$ cat src/rtl/at_pkg.sv
// rtl/at_pkg.sv - shared state encoding and character constants for the AT command buffer
package at_pkg;

  typedef enum logic [2:0] {
    ST_IDLE    = 3'd0,
    ST_SEND_HI = 3'd1,
    ST_SEND_LO = 3'd2,
    ST_SEND_CR = 3'd3,
    ST_SEND_LF = 3'd4,
    ST_DONE    = 3'd5
  } atState_e;

  localparam logic [7:0] AT_CR  = 8'h0D;
  localparam logic [7:0] AT_LF  = 8'h0A;
  localparam logic [7:0] AT_NUL = 8'h00;

endpackage

$ cat src/rtl/rise_detect.sv
// rtl/rise_detect.sv - single-event rising-edge detector for a host level signal
module rise_detect (
  input  logic clock,
  input  logic reset,
  input  logic in,
  output logic rise
);

  logic inQ;

  always_ff @(posedge clock) begin
    if (reset) inQ <= 1'b0;
    else       inQ <= in;
  end

  assign rise = in & ~inQ;

endmodule

$ cat src/rtl/at_command_buffer.sv
// rtl/at_command_buffer.sv - buffers host AT text as char pairs and streams it bytewise to UART TX
module at_command_buffer
  import at_pkg::*;
#(
  parameter int MAX_PAIRS   = 16,
  parameter bit APPEND_CRLF = 1'b1
) (
  input  logic                         clock,
  input  logic                         reset,
  input  logic [15:0]                  pair_in,
  input  logic                         load,
  input  logic                         send,
  input  logic                         clear,
  output logic [7:0]                   tx_data,
  output logic                         tx_valid,
  input  logic                         tx_ready,
  output logic                         busy,
  output logic [$clog2(MAX_PAIRS):0]   pair_count,
  output logic                         overflow,
  output logic                         done
);

  localparam int PW = $clog2(MAX_PAIRS);
  localparam int CW = PW + 1;
  localparam atState_e   TAIL_STATE = APPEND_CRLF ? ST_SEND_CR : ST_DONE;
  localparam logic [7:0] TAIL_DATA  = APPEND_CRLF ? AT_CR : AT_NUL;

  logic loadRise, sendRise, clearRise;
  logic [15:0] pairBuf [MAX_PAIRS];
  atState_e state;
  logic [PW-1:0] rdPtr, nextPtr;
  logic [15:0] curPair, nextPair;
  logic lastPair, loadAccept;

  rise_detect uLoadRise  (.clock(clock), .reset(reset), .in(load),  .rise(loadRise));
  rise_detect uSendRise  (.clock(clock), .reset(reset), .in(send),  .rise(sendRise));
  rise_detect uClearRise (.clock(clock), .reset(reset), .in(clear), .rise(clearRise));

  assign nextPtr    = rdPtr + 1'b1;
  assign curPair    = pairBuf[rdPtr];
  assign nextPair   = pairBuf[nextPtr];
  assign lastPair   = (({1'b0, rdPtr} + 1'b1) == pair_count);
  assign loadAccept = loadRise && (pair_count < CW'(MAX_PAIRS));
  assign busy       = (state != ST_IDLE);

  // Plain register array with no reset so it can map onto distributed RAM.
  always_ff @(posedge clock) begin
    if (state == ST_IDLE && !clearRise && loadAccept)
      pairBuf[pair_count[PW-1:0]] <= pair_in;
  end

  always_ff @(posedge clock) begin
    if (reset) begin
      state      <= ST_IDLE;
      rdPtr      <= '0;
      pair_count <= '0;
      overflow   <= 1'b0;
      tx_data    <= AT_NUL;
      tx_valid   <= 1'b0;
      done       <= 1'b0;
    end else begin
      done <= 1'b0;
      case (state)
        ST_IDLE: begin
          if (clearRise) begin
            pair_count <= '0;
            overflow   <= 1'b0;
          end else begin
            if (loadAccept)    pair_count <= pair_count + 1'b1;
            else if (loadRise) overflow   <= 1'b1;
            // A same-cycle load is already counted, so it is part of this send.
            if (sendRise) begin
              rdPtr <= '0;
              if (pair_count == '0 && !loadAccept) begin
                state    <= TAIL_STATE;
                tx_valid <= APPEND_CRLF;
                tx_data  <= TAIL_DATA;
              end else begin
                state    <= ST_SEND_HI;
                tx_valid <= 1'b1;
                tx_data  <= (pair_count == '0) ? pair_in[15:8] : pairBuf[0][15:8];
              end
            end
          end
        end
        ST_SEND_HI: if (tx_ready) begin
          if (curPair[7:0] != AT_NUL) begin
            state   <= ST_SEND_LO;
            tx_data <= curPair[7:0];
          end else if (lastPair) begin
            state    <= TAIL_STATE;
            tx_valid <= APPEND_CRLF;
            tx_data  <= TAIL_DATA;
          end else begin
            rdPtr   <= nextPtr;
            state   <= ST_SEND_HI;
            tx_data <= nextPair[15:8];
          end
        end
        ST_SEND_LO: if (tx_ready) begin
          if (lastPair) begin
            state    <= TAIL_STATE;
            tx_valid <= APPEND_CRLF;
            tx_data  <= TAIL_DATA;
          end else begin
            rdPtr   <= nextPtr;
            state   <= ST_SEND_HI;
            tx_data <= nextPair[15:8];
          end
        end
        ST_SEND_CR: if (tx_ready) begin
          state   <= ST_SEND_LF;
          tx_data <= AT_LF;
        end
        ST_SEND_LF: if (tx_ready) begin
          state    <= ST_DONE;
          tx_valid <= 1'b0;
          tx_data  <= AT_NUL;
        end
        ST_DONE: begin
          done  <= 1'b1;
          state <= ST_IDLE;
        end
        default: state <= ST_IDLE;
      endcase
    end
  end

endmodule
$ cat config.mk
export PLATFORM = sky130hd
export DESIGN_NAME = at_command_buffer
export DESIGN_NICKNAME = d
export VERILOG_FILES = /design/src/rtl/at_pkg.sv /design/src/rtl/rise_detect.sv /design/src/rtl/at_command_buffer.sv
export SDC_FILE = /design/constraint.sdc
export NUM_CORES = 1
export LEC_CHECK = 0
export CORE_UTILIZATION = 50
export DETAILED_ROUTE_END_ITERATION = 16
export HOLD_SLACK_MARGIN = 0.12
export PLACE_DENSITY = 0.68
export SETUP_SLACK_MARGIN = 0.2
export SYNTH_ARGS = -nofsm -noshare
export SYNTH_HDL_FRONTEND = slang
export SYNTH_HIERARCHICAL = 1
export SYNTH_SLANG_ARGS = --single-unit
$ cat constraint.sdc
create_clock -name clock -period 3.3 [get_ports clock]
set_input_delay 0.66 -clock clock [delete_from_list [all_inputs] [get_ports clock]]
set_output_delay 0.66 -clock clock [all_outputs]
set_load 0.01 [all_outputs]
# --- Word level (Yosys, flattened, before mapping) ---
# Memory sizes are Yosys's and may differ from the RTL's. A register that Yosys moved wholly into a read port is not among the register bits.
# Index checks and enable logic that the tools add are counted.
op_classes:
  add_sub_neg: 3
  magnitude_cmp: 1
  n_eq_ne: 14
  mux: 46
  n_bitwise: 6
  n_reduce_logical: 21
op_table:
  columns: ["operator", "count"]
  rows:
  - ["$mux W8", 10]
  - ["$pmux W8 S5", 1]
  - ["$mux W4", 8]
  - ["$mux W3", 6]
  - ["$ne A2 B2 Y1 const B", 8]
  - ["$pmux W3 S5", 1]
  - ["$reduce_and A7 Y1", 2]
  - ["$mux W1", 13]
  - ["$pmux W4 S3", 1]
  - ["$reduce_and A6 Y1", 2]
  - ["$mux W5", 2]
  - ["$reduce_bool A8 Y1", 1]
  - ["$eq A3 B2 Y1 const B", 2]
  - ["$eq A3 B3 Y1 const B", 2]
  - ["$mux W2", 3]
  - ["$reduce_bool A3 Y1", 2]
  - ["$add A4 B1 Y5 const B", 1]
  - ["$add A5 B1 Y5 const B", 1]
  - ["$eq A5 B5 Y1", 1]
  - ["$logic_not A5 Y1", 1]
  - ["$lt A5 B5 Y1 const B", 1]
  - ["$reduce_bool A5 Y1", 1]
  - ["$add A4 B1 Y4 const B", 1]
  - ["$logic_and A1 B1 Y1", 4]
  - ["10 further kinds", 16]
word_totals:
  regBits: 26
  ram_bits: 256
  output_inout_bits: 17
  word_cells: 102
  mem_count: 1
mem_list:
  columns: ["memory", "words", "word_bits", "rd", "rd_clocked_by_memory_dff", "write_ports", "line_no", "source"]
  rows:
  - ["pairBuf", 16, 16, 3, 1, 1, "at_command_buffer.sv:29", "logic [15:0] pairBuf [MAX_PAIRS];"]

# --- Depth between registers and ports, before layout ---
# Gate-level depths: netlist of the first run.
logic_depth:
  word_depth: 9
  mapped_depth: 10
  mapped_depth_nobuf: 9

# --- Cells and area by module ---
# Netlist of the first run, hierarchy kept.
by_module_without_submodules:
  columns: ["mod", "instances", "cells_per_inst", "area_per_inst_um2", "seq_area_each_um2"]
  rows:
  - ["at_command_buffer", 1, 634, 11596.1, 8227.9]
  - ["rise_detect", 3, 3, 47.5, 20.0]

# --- Worst setup path before layout of the first run ---
# Ideal clock, no wire load.
synth_timing:
  path_type: "in2reg"
  from: "in load"
  to: "mem pairBuf[3][0] (enable)"
  setup_ns: 0.409
  arrival_ns: 2.951
  t_required_ns: 2.891
  slack_ns: -0.060
  stages: 5
  path_buffers: 0
  path_cell_list: "nor2b_4 > nor2b_1 > nor3b_1 > nand2_1 > nor3_1"
synth_via:
  elab_chain_len: 5
synth_lines:
  columns: ["element", "line_no", "source"]
  rows:
  - ["start, declared", "at_command_buffer.sv:11", "input logic load,"]
  - ["$and A1 B1 Y1", "rise_detect.sv:16", "assign rise = in & ~inQ;"]
  - ["$logic_and A1 B1 Y1", "at_command_buffer.sv:43", "assign loadAccept = loadRise && (pair_count < CW'(MAX_PAIRS));"]
  - ["$logic_and A1 B1 Y1", "at_command_buffer.sv:48", "if (state == ST_IDLE && !clearRise && loadAccept)"]
  - ["$mux W1", "at_command_buffer.sv:48", null]
  - ["$mux W1 (implied by the code)", "at_command_buffer.sv:49", "pairBuf[pair_count[PW-1:0]] <= pair_in;"]
  - ["end, declared", "at_command_buffer.sv:29", null]
# Every way passes these cells.

# --- Final worst setup path of the first run ---
layout_timing:
  from: "reg rdPtr[1]"
  to: "reg tx_data[3]"
layout_via:
  elab_chain_len: 6
  word_cells_on_any_way: 9
  cone_classes: "add/sub (2); eq/ne (1); mux (5); memory (1)"
layout_lines:
  columns: ["element", "line_no", "source"]
  rows:
  - ["start, declared", "at_command_buffer.sv:31", "logic [PW-1:0] rdPtr, nextPtr;"]
  - ["start signal, assigned", "at_command_buffer.sv:95", "rdPtr <= nextPtr;"]
  - ["start signal, assigned", "at_command_buffer.sv:106", "rdPtr <= nextPtr;"]
  - ["$add A4 B1 Y4 / $add A4 B1 Y5 (equally long branches)", "at_command_buffer.sv:39, at_command_buffer.sv:42", null]
  - ["$mem_v2 Z16 W16 / $eq A5 B5 Y1 (equally long branches)", null, null]
  - ["$mux W8 *", "at_command_buffer.sv:90, at_command_buffer.sv:101", null]
  - ["$mux W8", "at_command_buffer.sv:87", "if (curPair[7:0] != AT_NUL) begin"]
  - ["$mux W8", "at_command_buffer.sv:86", "ST_SEND_HI: if (tx_ready) begin"]
  - ["$pmux W8 S5 *", "at_command_buffer.sv:63", "case (state)"]
  - ["end signal, assigned", "at_command_buffer.sv:89", "tx_data <= curPair[7:0];"]
  - ["end signal, assigned", "at_command_buffer.sv:97", "tx_data <= nextPair[15:8];"]
  - ["end signal, assigned", "at_command_buffer.sv:108", "tx_data <= nextPair[15:8];"]
  - ["end, declared", "at_command_buffer.sv:14", "output logic [7:0] tx_data,"]
# Mark *: on every way between the ends. The rest lies on a longest branch, timed or not. The select of a mux whose other input is x is not followed.
# A chain may end at the register's enable or synchronous reset.

==> flow_metrics.tcl, run 1 <==
set metrics [dict create \
    switching_share_pct 21.9 \
    grt_setup_unrepaired "no" \
    synth-edff-count 256 \
    crit_start "rdPtr[1]" \
    r2r-start "rdPtr[1]" \
    place.gp.congestion 0.898 \
    area_growth_pct 17.4 \
    fin_crit_sh_pct 88.3 \
    syn_inst 643 \
    netlist.area_leader.share_pct 65.5 \
    syn_avg_cell_area_um2 18.3 \
    grtUsageMet3_pct 3.87 \
    use_met2_pct 36.3 \
    num_rows 55 \
    synth-xor-area-share_pct 0.586 \
    synthMuxAreaShare_pct 14.0 \
    min_delay_path_depth 2 \
    status "finished clean" \
    p_switching_w 0.00175 \
    grt_pass1_wl_mm 40.8 \
    hold_viol_final 0 \
    syn-num-nets 670 \
    dieWidth_um 155 \
    die_h_um 155 \
    ys_seq_elements 286 \
    htreeDepth 1 \
    maxCapViolCount 0 \
    period_minus_slack_ps 2910 \
    critPathCaptureType "register" \
    comb_power_share_pct 9.0 \
    regArea_um2 8290 \
    multi_input_area_um2 3310 \
    dp_hpwl_mm 17.2 \
    grtUsageTotal_pct 23.4 \
    ys_seq_area_share_pct 70.6 \
    power.density_nw_per_um2 579 \
    hold_buffers 0 \
    io_pins 39 \
    overflow 0 \
    p_seq_share_pct 50.7 \
    synthAdderAreaFrac_pct 0.533 \
    max_freq_mhz 343 \
    min_path_type "register to register" \
    io_buffers 38 \
    worst_pin_slew_ps 630 \
    routed_wl_mm 27.2 \
    synth_common_cells "edfxtp_1, mux4_2, nor2_1" \
    dpl-instance-area_um2 12800 \
    clk_latency_ps 550 \
    numCtsBuffers 29 \
    drtPass1Iterations 5 \
    ir_drop_mv 0.424 \
    synth_warnings 6 \
    grt_pass1_vias 6458 \
    postSynth.asyncResetShare_pct 0 \
    path_class "register to register" \
    synth_compound_area_share_pct 6.42 \
    antenna_found_initial 0 \
    ys.flop_type "edfxtp_1" \
    vias_per_cell 6.10 \
    ctsLongestPathBuffers 3 \
    relSlewSlack_pct 57.9 \
    synth_cell_types 64 \
    clk_pin_slew_ps 60 \
    arrival_ps 3340 \
    hold_start "tx_data[7]" \
    required_ps 3730 \
    synthTopCellsByArea "edfxtp_1, mux4_2, dfxtp_1, mux2i_1, nor2_1" \
    cp-start-kind "register" \
    drive_gt1_share_pct 25.8 \
    vias 6494 \
    cts_num_sinks 286 \
    grt_max_degree 37 \
    busiest_layer "met2" \
    wire_per_inst_um 25.6 \
    r2r_setup_slack_ps 390 \
    fin_nets 757 \
    cp_max_fo 20 \
    n_antenna_cell 0 \
    design_area_um2 13800 \
    finalSetupViolCount 0 \
    synth_area_um2 11700 \
    drtIter0Drc 668 \
    cts_tree "done" \
    clock_power_share_pct 40.3 \
    synth_top_area_cell "edfxtp_1" \
    core_area_um2 22800 \
    skew_ps 20.1 \
    drc 0 \
    drtAntennaViolNets 0 \
    gr-usage-met1_pct 34.0 \
    synth.most_common_cell "edfxtp_1" \
    nFillCells 1698 \
    synth_top_family_by_area "multiplexers" \
    initial_core_util_pct 51.4 \
    p_leak_nw 4.38 \
    synth-simple-area-share_pct 6.21 \
    cts_root_buf "clkbuf_16" \
    fin_tns_setup_ps 0 \
    crit_path_end "tx_data[3]" \
    reg2reg_to "tx_data[3]" \
    die_area_um2 24100 \
    drv_slew 0 \
    r2r_cells 8 \
    intPower_w 0.00623 \
]
## cell usage in the layout, fill, tap and decap left out, drive strengths merged, types with 5 or more instances in the layout
cell type,n
a211oi,9
a21oi,8
a221oi,10
a22oi,8
a31oi,5
buf,50
clkbuf,35
clkdlybuf4s50,38
clkinv,13
dfxtp,30
edfxtp,256
ha,5
inv,8
mux2i,20
mux4,64
nand2,26
nand2b,8
nand3,7
nand3b,5
nor2,40
nor2b,20
nor3,9
o21ai,11
xor2,5
## worst max-delay path, stage by stage (launching register included)
cell and delay [ps]:
dfxtp_1 340, ha_1 450, buf_4 390, mux4_2 380, mux4_2 530, a31oi_1 330
a211oi_1 140, a32oi_1 160, nand2_1 70
## cells by family (layout without fill, tap and decap cells)
group | after synthesis | in the layout
AO/OA/AOI/OAI | 91 | 91
XOR/XNOR | 7 | 7
adder cells (fa/ha/maj) | 5 | 5
buffers and inverters | 40 | 148
flip-flops | 286 | 286
multiplexers | 84 | 84
AND/OR/NAND/NOR | 130 | 130
## sequential cells by signal, indices dropped and copies added (netlist names), named ones only
register,flops
pairBuf,256
tx_data,8
pair_count,5
rdPtr,4
state,3
done,1
overflow,1
tx_valid,1
uClearRise/inQ,1
uLoadRise/inQ,1
uSendRise/inQ,1
## power by group through the flow
stage	logic, W	clock network, W	registers [W]
after global routing	0.000767	0.00341	0.00405
after floorplan	0.000460	0	0.00410
final	0.000717	0.00322	0.00405
after detailed placement	0.000711	0	0.00412
after CTS	0.000715	0.00327	0.00404
after global placement	0.000699	0	0.00412
## cell type report
class | instances | share of cell area (%)
sequential | 286 | 60.2
multi-input combinational | 317 | 24.0
timing repair buffer | 88 | 6.03
clock buffer | 35 | 5.43
tap | 313 | 2.84
clock inverter | 17 | 1.32
inverter | 8 | 0.218
## stage by stage
step | total power (W) | setup WS (ps) | hold WS, ps | std cells | utilization (%)
2_1_floorplan | 0.00456 | 329 | 513 | 643 | -
3_3_place_gp | 0.00482 | 333 | 526 | 1012 | 56.2
3_5_place_dp | 0.00483 | 300 | 527 | 1012 | 56.2
4_1_cts | 0.00803 | 320 | 533 | 1064 | 60.3
5_1_grt | 0.00823 | 234 | 577 | 1064 | 60.3
6_report | 0.00798 | 387 | 533 | 1064 | 60.3
## routing by layer
layer | routed length, um | up-vias | part of all wire (%)
li1 | - | 2806 | -
met4 | 800 | 0 | 2.9
met2 | 12800 | 234 | 47
met1 | 11900 | 3401 | 44
met5 | 0 | - | 0
met3 | 1700 | 53 | 6.3
## timing repair
item	in CTS	in global routing
resized for setup	0	2
buffers inserted	0	0
setup endpoints to repair	0	9
## worst min path at each step
stage,end
2_1_floorplan,tx_data[7]
3_3_place_gp,tx_data[7]
3_5_place_dp,tx_data[7]
4_1_cts,tx_data[7]
5_1_grt,tx_data[7]
6_report,tx_data[7]
No activity file was read; power rests on OpenSTA's default activity.
==> run 2: changes to the inputs <==
--- a/config.mk
+++ b/config.mk
@@ -10,6 +10,7 @@
 export HOLD_SLACK_MARGIN = 0.12
 export PLACE_DENSITY = 0.68
 export SETUP_SLACK_MARGIN = 0.2
+export SLEW_MARGIN = 0
 export SYNTH_ARGS = -nofsm -noshare
 export SYNTH_HDL_FRONTEND = slang
 export SYNTH_HIERARCHICAL = 1
==> results of run 2 <==
The final DEF is identical to that of run 1; final timing and power are the same.
